[config.mk]
export PLATFORM = sky130hd
export DESIGN_NAME = linear_sensor_emulator
export DESIGN_NICKNAME = d
export VERILOG_FILES = /design/src/rtl/linear_sensor_pkg.sv /design/src/rtl/linear_sensor_emulator_sync_edge_detect.sv /design/src/rtl/linear_sensor_emulator.sv
export SDC_FILE = /design/constraint.sdc
export NUM_CORES = 1
export LEC_CHECK = 0
export CORE_AREA = 2 2 81 99
export CTS_CLUSTER_SIZE = 14
export DETAILED_ROUTE_END_ITERATION = 6
export DIE_AREA = 0 0 83 101
export GPL_TIMING_DRIVEN = 0
export PLACE_DENSITY = 0.76
export SETUP_SLACK_MARGIN = 0.5
export SYNTH_ARGS = -nofsm -noshare
export SYNTH_HDL_FRONTEND = slang
export SYNTH_SLANG_ARGS = --single-unit
[constraint.sdc]
create_clock -name master_clock -period 2.35 [get_ports master_clock]
set_input_delay 0.47 -clock master_clock [delete_from_list [all_inputs] [get_ports master_clock]]
set_output_delay 0.47 -clock master_clock [all_outputs]
set_load 0.01 [all_outputs]
[src/rtl/linear_sensor_pkg.sv]
// Shared types and LFSR tap masks for the linear sensor emulator.
package linear_sensor_pkg;

    typedef enum logic [1:0] {
        PAT_RAMP     = 2'd0,
        PAT_CONSTANT = 2'd1,
        PAT_LFSR     = 2'd2,
        PAT_CHECKER  = 2'd3
    } pattern_t;

    typedef enum logic {
        ST_IDLE    = 1'b0,
        ST_READOUT = 1'b1
    } state_t;

    localparam logic [31:0] LFSR_TAPS_2  = 32'h0000_0003;
    localparam logic [31:0] LFSR_TAPS_3  = 32'h0000_0006;
    localparam logic [31:0] LFSR_TAPS_4  = 32'h0000_000C;
    localparam logic [31:0] LFSR_TAPS_5  = 32'h0000_0014;
    localparam logic [31:0] LFSR_TAPS_6  = 32'h0000_0030;
    localparam logic [31:0] LFSR_TAPS_7  = 32'h0000_0060;
    localparam logic [31:0] LFSR_TAPS_8  = 32'h0000_00B8;
    localparam logic [31:0] LFSR_TAPS_9  = 32'h0000_0110;
    localparam logic [31:0] LFSR_TAPS_10 = 32'h0000_0240;
    localparam logic [31:0] LFSR_TAPS_11 = 32'h0000_0500;
    localparam logic [31:0] LFSR_TAPS_12 = 32'h0000_0829;
    localparam logic [31:0] LFSR_TAPS_13 = 32'h0000_100D;
    localparam logic [31:0] LFSR_TAPS_14 = 32'h0000_2015;
    localparam logic [31:0] LFSR_TAPS_15 = 32'h0000_6000;
    localparam logic [31:0] LFSR_TAPS_16 = 32'h0000_D008;
    localparam logic [31:0] LFSR_TAPS_32 = 32'h8020_0003;

    // Feedback mask (bit n = register bit n) for a shift-left Fibonacci LFSR.
    function automatic logic [31:0] lfsr_taps(input int unsigned width);
        logic [31:0] taps;
        case (width)
            2:       taps = LFSR_TAPS_2;
            3:       taps = LFSR_TAPS_3;
            4:       taps = LFSR_TAPS_4;
            5:       taps = LFSR_TAPS_5;
            6:       taps = LFSR_TAPS_6;
            7:       taps = LFSR_TAPS_7;
            8:       taps = LFSR_TAPS_8;
            9:       taps = LFSR_TAPS_9;
            10:      taps = LFSR_TAPS_10;
            11:      taps = LFSR_TAPS_11;
            12:      taps = LFSR_TAPS_12;
            13:      taps = LFSR_TAPS_13;
            14:      taps = LFSR_TAPS_14;
            15:      taps = LFSR_TAPS_15;
            16:      taps = LFSR_TAPS_16;
            default: taps = LFSR_TAPS_32;
        endcase
        return taps;
    endfunction

endpackage

[src/rtl/linear_sensor_emulator_sync_edge_detect.sv]
// Multi-flop synchronizer with a one-cycle rising-edge pulse on the synchronized signal.
module sync_edge_detect
    import linear_sensor_pkg::*;
#(
    parameter int STAGES = 2
) (
    input  logic clk,
    input  logic rst,
    input  logic async_in,
    output logic rise
);

    logic [STAGES-1:0] chain;
    logic              prev;

    always_ff @(posedge clk or posedge rst) begin
        if (rst) begin
            chain <= '0;
            prev  <= 1'b0;
        end else begin
            chain <= {chain[STAGES-2:0], async_in};
            prev  <= chain[STAGES-1];
        end
    end

    assign rise = chain[STAGES-1] & ~prev;

endmodule

[src/rtl/linear_sensor_emulator.sv]
// Linear image sensor emulator: replays test patterns on the driver's clock/SI.
// Optional integration-period measurement: LINEAR_SENSOR_EMU_INTEG_MEASURE_EN.
module linear_sensor_emulator
    import linear_sensor_pkg::*;
#(
    parameter int NUMBER_OF_PIXEL = 128,
    parameter int PIXEL_WIDTH     = 12,
    parameter int SYNC_STAGES     = 2
) (
    input  logic                               master_clock,
    input  logic                               reset,
    input  logic                               sensor_clk,
    input  logic                               sensor_si,
    input  logic [1:0]                         pattern_sel,
    input  logic [PIXEL_WIDTH-1:0]             pattern_seed,
    output logic [PIXEL_WIDTH-1:0]             pixel_data,
    output logic                               pixel_valid,
    output logic [$clog2(NUMBER_OF_PIXEL)-1:0] pixel_index,
    output logic                               frame_active,
    output logic                               frame_done,
    output logic                               si_error,
    output logic [15:0]                        frame_count
`ifdef LINEAR_SENSOR_EMU_INTEG_MEASURE_EN
    ,
    output logic [31:0]                        integ_nclk
`endif
);

    localparam int IDX_W = $clog2(NUMBER_OF_PIXEL);
    localparam int STG   = (SYNC_STAGES < 2) ? 2 : SYNC_STAGES;
    localparam logic [IDX_W-1:0]       LAST_IDX  = IDX_W'(NUMBER_OF_PIXEL - 1);
    localparam logic [PIXEL_WIDTH-1:0] LFSR_MASK = PIXEL_WIDTH'(lfsr_taps(PIXEL_WIDTH));

    logic                   clk_edge;
    logic [STG-1:0]         si_sync;
    logic                   si_s;
    state_t                 state;
    logic [PIXEL_WIDTH-1:0] lfsr;
    logic [PIXEL_WIDTH-1:0] seed_nz;
    logic [PIXEL_WIDTH-1:0] start_val;
    logic [PIXEL_WIDTH-1:0] adv_val;
    logic                   do_start;
    logic                   do_adv;
    logic                   do_done;
    logic                   do_err;

    sync_edge_detect #(.STAGES(STG)) u_clk_sync (
        .clk      (master_clock),
        .rst      (reset),
        .async_in (sensor_clk),
        .rise     (clk_edge)
    );

    // Same depth as the clock path so SI lines up with the detected edge.
    always_ff @(posedge master_clock or posedge reset) begin
        if (reset) si_sync <= '0;
        else       si_sync <= {si_sync[STG-2:0], sensor_si};
    end
    assign si_s = si_sync[STG-1];

    function automatic logic [PIXEL_WIDTH-1:0] lfsr_step(input logic [PIXEL_WIDTH-1:0] v);
        return {v[PIXEL_WIDTH-2:0], ^(v & LFSR_MASK)};
    endfunction

    function automatic logic [PIXEL_WIDTH-1:0] pattern_value(
        input pattern_t               sel,
        input logic [PIXEL_WIDTH-1:0] seed,
        input logic [IDX_W-1:0]       idx,
        input logic [PIXEL_WIDTH-1:0] lfsr_val
    );
        logic [PIXEL_WIDTH-1:0] v;
        case (sel)
            PAT_RAMP:     v = seed + PIXEL_WIDTH'(idx);
            PAT_CONSTANT: v = seed;
            PAT_LFSR:     v = lfsr_val;
            PAT_CHECKER:  v = idx[0] ? ~seed : seed;
            default:      v = seed;
        endcase
        return v;
    endfunction

    always_comb begin
        seed_nz   = (pattern_seed == '0) ? PIXEL_WIDTH'(1) : pattern_seed;
        start_val = pattern_value(pattern_t'(pattern_sel), pattern_seed, '0, seed_nz);
        adv_val   = pattern_value(pattern_t'(pattern_sel), pattern_seed, pixel_index + 1'b1, lfsr);
        do_start  = 1'b0;
        do_adv    = 1'b0;
        do_done   = 1'b0;
        do_err    = 1'b0;
        if (clk_edge) begin
            case (state)
                ST_IDLE: do_start = si_s;
                ST_READOUT: begin
                    if (pixel_index == LAST_IDX) begin
                        do_done  = 1'b1;
                        do_start = si_s;
                    end else if (si_s) begin
                        do_err   = 1'b1;
                        do_start = 1'b1;
                    end else begin
                        do_adv   = 1'b1;
                    end
                end
                default: ;
            endcase
        end
    end

    // frame_active stays high through the frame_done cycle, then drops once back in IDLE.
    always_ff @(posedge master_clock or posedge reset) begin
        if (reset) begin
            state        <= ST_IDLE;
            pixel_data   <= '0;
            pixel_index  <= '0;
            pixel_valid  <= 1'b0;
            frame_active <= 1'b0;
            frame_done   <= 1'b0;
            si_error     <= 1'b0;
            frame_count  <= '0;
            lfsr         <= PIXEL_WIDTH'(1);
        end else begin
            pixel_valid <= 1'b0;
            frame_done  <= 1'b0;
            si_error    <= do_err;
            if (do_start) begin
                state        <= ST_READOUT;
                pixel_valid  <= 1'b1;
                pixel_index  <= '0;
                pixel_data   <= start_val;
                lfsr         <= lfsr_step(seed_nz);
                frame_active <= 1'b1;
            end else if (do_adv) begin
                pixel_valid <= 1'b1;
                pixel_index <= pixel_index + 1'b1;
                pixel_data  <= adv_val;
                lfsr        <= lfsr_step(lfsr);
            end else if (state == ST_IDLE) begin
                frame_active <= 1'b0;
            end
            if (do_done) begin
                frame_done  <= 1'b1;
                frame_count <= frame_count + 16'd1;
                if (!do_start) state <= ST_IDLE;
            end
        end
    end

`ifdef LINEAR_SENSOR_EMU_INTEG_MEASURE_EN
    logic [31:0] integ_cnt;
    logic        seen_start;

    always_ff @(posedge master_clock or posedge reset) begin
        if (reset) begin
            integ_cnt  <= '0;
            seen_start <= 1'b0;
            integ_nclk <= '0;
        end else if (do_start) begin
            if (seen_start) integ_nclk <= integ_cnt;
            seen_start <= 1'b1;
            integ_cnt  <= 32'd1;
        end else if (integ_cnt != '1) begin
            integ_cnt <= integ_cnt + 32'd1;
        end
    end
`endif

endmodule

Word level (Yosys, flattened, before mapping)
Cells that the tools add are included. W data, S select, Z words.

Add/sub/neg operators: 3. Equal/unequal tests: 6. Mux-type cells: 33. Bitwise logic cells: 4. Reductions and logical operators: 7.

Operators with widths (number): $mux W12 (6); $pmux W12 S4 (1); $pmux W12 S2 (1); $reduce_xor A12 Y1 (2); $mux W1 (22); $add A16 B1 Y16 const B (1); $mux W7 (2); $add A12 B7 Y12 (1); $logic_not A12 Y1 (1); $not A12 Y12 (1); $add A7 B1 Y7 const B (1); $eq A7 B7 Y1 const B (1); $eq A2 B2 Y1 const B (2); $reduce_or A3 Y1 (1); $eq A2 B1 Y1 const B (1); $logic_not A2 Y1 (1); $ne A2 B1 Y1 const B (1); $ne A2 B2 Y1 const B (1); $not A1 Y1 (2); $pmux W1 S2 (1); $reduce_and A2 Y1 (1); $reduce_bool A2 Y1 (1); $and A1 B1 Y1 (1).

Register bits after elaboration: 57. Bits of input ports: 18. Output and inout bits: 39. Word-level logic and storage cells: 65.

Logic depth before layout (Yosys ltp)
Depth in word-level cells: 7. Mapped depth: 10. Depth with buffers taken out: 10.

Cells and area by module
From an unflattened synthesis, not the netlist that was laid out.

Cell total of the unflattened synthesis: 350. Area, all modules: 3326.9 sq um.

By module, submodules not included: linear_sensor_emulator (times used 1, cells an instance 345, area an instance 3234.4 sq um, seq. area each 1352.5 sq um); sync_edge_detect (times used 1, cells an instance 5, area an instance 92.6 sq um, seq. area each 75.1 sq um).

Worst setup path after synthesis
No wires, ideal clock.

Path type: reg-to-reg. Start point: register pixel_index[1]. End point: register pixel_data[7]. Setup time: 0.122 ns. Data arrival time: 2.286 ns. Data required time: 2.228 ns. Path slack: -0.058 ns. Stages on the path, launching flop included: 10. Buffers on the path: 0. Period minus slack after synthesis: 2.408 ns. Cells stage by stage: dfrtp_1 > ha_1 > nand3_1 > xnor2_1 > ha_1 > a21oi_1 > o211ai_1 > and2_1 > or3_1 > a32o_1.

Cells in the longest elaborated chain, start to end: 5. Elaborated cells between the ends (all ways): 13. Those cells by class: add/sub: 2; eq/ne: 1; mux: 9; reduce/logical: 1.

RTL lines: start, declared (line linear_sensor_emulator.sv:18) `output logic [$clog2(NUMBER_OF_PIXEL)-1:0] pixel_index,`; start signal, assigned (line linear_sensor_emulator.sv:134) `pixel_index <= pixel_index + 1'b1;`; $add A7 B1 Y7 / $eq A7 B7 Y1 (equally long branches) (line linear_sensor_emulator.sv:85, linear_sensor_emulator.sv:94); $add A12 B7 Y12 / $mux W1 (equally long branches) (line linear_sensor_emulator.sv:73, linear_sensor_emulator.sv:94); $pmux W12 S4 (tied with other cells) (line linear_sensor_emulator.sv:72) `case (sel)`; $mux W12 / $mux W1 (equally long branches) (line linear_sensor_emulator.sv:132, linear_sensor_emulator.sv:90); $mux W12 / $reduce_bool A2 Y1 (equally long branches); end signal, assigned (line linear_sensor_emulator.sv:129) `pixel_data <= start_val;`; end signal, assigned (line linear_sensor_emulator.sv:135) `pixel_data <= adv_val;`; end, declared (line linear_sensor_emulator.sv:16) `output logic [PIXEL_WIDTH-1:0] pixel_data,`.

Several ways; a longest one is shown, not always the timed one. The select of a mux whose other input is x is not followed. A chain may end at the register's enable or synchronous reset.

Worst setup path after layout
Start point: register pixel_index[0]. End point: register pixel_data[6].

Cells in the longest elaborated chain, start to end: 5. Elaborated cells between the ends (all ways): 14. Those cells by class: add/sub: 2; eq/ne: 1; mux: 10; reduce/logical: 1.

RTL lines: $add A7 B1 Y7 / $eq A7 B7 Y1 (equally long branches) (line linear_sensor_emulator.sv:85, linear_sensor_emulator.sv:94); $add A12 B7 Y12 (tied with other cells) (line linear_sensor_emulator.sv:73) `PAT_RAMP: v = seed + PIXEL_WIDTH'(idx);`; $pmux W12 S4 (tied with other cells) (line linear_sensor_emulator.sv:72); $mux W12 / $mux W1 (equally long branches) (line linear_sensor_emulator.sv:132, linear_sensor_emulator.sv:90); $mux W12 / $reduce_bool A2 Y1 (equally long branches).

Several ways; a longest one is shown, not always the timed one. The select of a mux whose other input is x is not followed.

==> reports/qor.tcl <==
set qor(whs_ns) 0.3621
set qor(synth_edf_count) 0
set qor(worst_clock_skew_ns) 0.01500
set qor(finalCritPeriodShare) 1.019
set qor(cp_slowest_cell) {sky130_fd_sc_hd__dfrtp_2}
set qor(antenna_violating_nets_post_route) 0
set qor(finalNonFillerCells) 544
set qor(vias) 3270
set qor(ir_worst_vdd_mv) 0.5059
set qor(core-area_um2) 7488
set qor(power-per-cell-area_nw_per_um2) 631.7
set qor(place.gp.congestion) 0.9573
set qor(cts_htree_levels) 3
set qor(final_period_minus_worst_setup_slack_ns) 2.394
set qor(clock_latency_on_the_worst_skew_pair_ns) 0.34
set qor(ys_seq_area_frac) 0.4358
set qor(starting_drc_count_in_detailed_routing) 314
set qor(detailedPlacementHpwl_mm) 6.362
set qor(grt.met2_usage) 0.4200
set qor(syn_nets) 376
set qor(worstPathCellList) {ha_4, nand3_4, xnor2_4, ha_4, a21o_1, a221oi_2, xor2_1, a311oi_2, a21o_1}
set qor(tritoncts) {built}
set qor(ys.flop_type) {sky130_fd_sc_hd__dfrtp_1}
set qor(grt_met3_use) 0.06143
set qor(grt.total_usage) 0.2480
set qor(worst_slew_pin_slew_ns) 0.6283
set qor(cts.clk_slew.worst_paths_ns) 0.07
set qor(synth_cells) 347
set qor(result_of_the_run) {finished, violations left}
set qor(cts_sinks) 57
set qor(critical_path.max_stage_delay_ns) 0.42
set qor(holdCritPathClass) {flop to flop}
set qor(timing.critical_path.arrival_ns) 2.61
set qor(clock_tree.root_cell) {sky130_fd_sc_hd__clkbuf_8}
set qor(cts_hold_repair.buffers) 0
set qor(cts.path.max_buffers) 2
set qor(post-place-cells) 490
set qor(port_buffers) 51
set qor(timing.max_cap.violations) 0
set qor(num-fill-cells) 545
set qor(cp-end-kind) {flop}
set qor(globalRouteMet1Util) 0.2950
set qor(die_y_um) 101
set qor(drt-vias-per-instance) 6.011
set qor(synth_async_sr_flop_share) 1.000
set qor(numCtsBuffers) 9
set qor(timing_hold_violations_final) 0
set qor(antenna_cells) 0
set qor(netlist_area_um2) 3276
set qor(multiInputGateArea_um2) 2112
set qor(grt_start_max_net_pins) 58
set qor(place_worst_setup_slack_ns) -0.5751
set qor(remaining_max_slew_budget_at_the_tightest_pin) 0.5798
set qor(design.final.nets) 476
set qor(first_global_vias) 3241
set qor(die-area_um2) 8383
set qor(synth.ff_latch_count) 57
set qor(final_count_of_pins_violating_max_slew) 0
set qor(number_of_rows_in_the_core_area) 35
set qor(drt_drc_violations_left) 0
set qor(ys_warn_count) 0
set qor(grt_most_used_layer) {met2}
set qor(final_layout_size_suffix_gt1_frac) 0.2810
set qor(tns_ns) -0.07491
set qor(synthToLayoutAreaGrowth_pct) 51.30
set qor(max_clock_freq_mhz) 417.7
set qor(startpoint_type) {flop}
set qor(syn-mean-instance-area_um2) 9.440
set qor(start_util) 0.4374
set qor(crit_type) {flop to flop}
set qor(synth.lib_cells_used.distinct) 47
set qor(setup_slack_ns) -0.04400
set qor(data_required_critical_path_ns) 2.57
set qor(grt_pass1_wl_mm) 16.30
set qor(drt_wl_total_mm) 10.49
set qor(antenna_found_initial) 0
set qor(failing_checks) {setup timing}
set qor(critPathMaxFanout) 6
set qor(globalRoute.totalOverflow) 0
set qor(rsz0062_at_grt) {yes}
set qor(power.leakage_nw) 2.179
set qor(layout.area.seq_um2) 1436
set qor(detail_routed_net_length_per_standard_cell_um) 19.28
set qor(floorplan.io_pins) 57
set qor(drt_first_pass_iters) 5
set qor(die_width_um) 83
set qor(finalPower_w) 0.003131
set qor(setup_viol_count_final) 2
-- cell type report --
type	count	share of cell area
tap	92	0.02323
clock buffer	11	0.03055
inverter	11	0.01212
multi-input combinational	261	0.4262
buffer	18	0.02954
clock inverter	5	0.01565
timing repair buffer	89	0.1729
sequential	57	0.2898
-- flip-flops by register name, summed over array words and instances, names as in the netlist, 2 cells and up --
signal	cells
frame_count	16
lfsr	12
pixel_data	12
pixel_index	7
si_sync	2
u_clk_sync.chain	2
-- critical path: cells and delay by family, from the launching register on --
family | cells | cell delay [ns]
AO/OA/AOI/OAI | 4 | 0.82
XOR/XNOR | 2 | 0.43
adder cells (fa/ha/maj) | 2 | 0.49
flip-flops | 1 | 0.42
AND/OR/NAND/NOR | 1 | 0.11
-- per-layer routing --
metal	share of wire	vias to the layer above
met1	0.40	1581
met5	0	-
li1	-	1458
met4	0.044	0
met2	0.48	187
met3	0.075	44
-- what timing repair did --
action                                  CTS  global route
gates cloned                              0             1
resized for setup                        57            45
pin swaps                                29            21
hold endpoints to repair                  0             0
buffers inserted                         27             9
endpoints found under the setup margin   43            39
-- path summary, 6_finish.rpt --
path                       slack, ns  cells past startpoint                  startpoint                         end
setup / recovery               -0.04                      9  pixel_index[0]$_DFFE_PP0P_   pixel_data[6]$_DFFE_PP0P_
hold / removal                  0.36                      0        si_sync[0]$_DFF_PP0_        si_sync[1]$_DFF_PP0_
setup reg to reg               -0.04                      9  pixel_index[0]$_DFFE_PP0P_   pixel_data[6]$_DFFE_PP0P_
hold reg to reg                 0.36                      0        si_sync[0]$_DFF_PP0_        si_sync[1]$_DFF_PP0_
max in group asynchronous       1.34                      3                       reset  pixel_index[2]$_DFFE_PP0P_
min in group asynchronous       0.46                      2                       reset         lfsr[6]$_DFFE_PP0P_
-- kinds of logic (layout without fill, tap and decap cells) --
kind of cell / count (synthesis) / in the layout / synth area share
adders and majority gates: 11 / 11 / 0.04431
DFF: 57 / 57 / 0.4358
muxes: 6 / 6 / 0.01872
buffers and inverters: 29 / 134 / 0.03399
xor gates and xnor gates: 40 / 40 / 0.1070
AOI/OAI and AO/OA: 85 / 85 / 0.1753
and+or+nand+nor: 119 / 119 / 0.1849
-- power by group --
part | leakage [nW] | total (W) | switching, W | internal [W]
clock network | 0.115 | 0.00107 | 0.000414 | 0.000651
logic | 1.35 | 0.000851 | 0.000421 | 0.000430
registers | 0.710 | 0.00121 | 0.000108 | 0.00111
total | 2.18 | 0.00313 | 0.000943 | 0.00219
-- synthesized netlist by cell type, drive strengths merged, types with 4 or more instances --
cell	number	area (um^2)
xor2	14	122.6
nand4	6	37.54
nand3	9	45.04
a211oi	4	30.03
o21ai	17	85.08
or3	4	25.02
a22o	4	35.03
inv	11	41.29
ha	10	125.1
a222oi	5	50.05
nand2	36	135.1
nand2b	7	43.79
nor2b	5	31.28
and3	7	43.79
nor3	4	20.02
nand3b	4	30.03
a21o	6	45.04
mux2i	5	50.05
a21oi	18	90.09
o22ai	4	25.02
clkbuf	15	56.30
nor2	26	97.59
nor4	4	40.04
xnor2	26	227.7
a31oi	9	56.30
dfrtp	56	1401
-- cells in the final DEF, fill, tap and decap left out, types with 6 or more instances in the layout --
master	instances
sky130_fd_sc_hd__a21o_1	6
sky130_fd_sc_hd__a21oi_1	13
sky130_fd_sc_hd__a31oi_1	7
sky130_fd_sc_hd__buf_4	30
sky130_fd_sc_hd__buf_6	7
sky130_fd_sc_hd__clkbuf_1	8
sky130_fd_sc_hd__clkbuf_8	12
sky130_fd_sc_hd__clkdlybuf4s50_1	46
sky130_fd_sc_hd__dfrtp_1	49
sky130_fd_sc_hd__dfrtp_2	7
sky130_fd_sc_hd__inv_1	8
sky130_fd_sc_hd__nand2_1	33
sky130_fd_sc_hd__nand2b_1	7
sky130_fd_sc_hd__nand4_1	6
sky130_fd_sc_hd__nor2_1	20
sky130_fd_sc_hd__o21ai_0	9
sky130_fd_sc_hd__xnor2_1	22
sky130_fd_sc_hd__xor2_1	13
-- stage by stage --
stage,util,area [um^2]
floorplan,-,3353
global placement,0.5313,3979
detailed placement,0.5313,3979
CTS,0.6249,4679
global route,0.6618,4956
finish,0.6618,4956
Note: power is estimated with default switching activity, not from simulation.
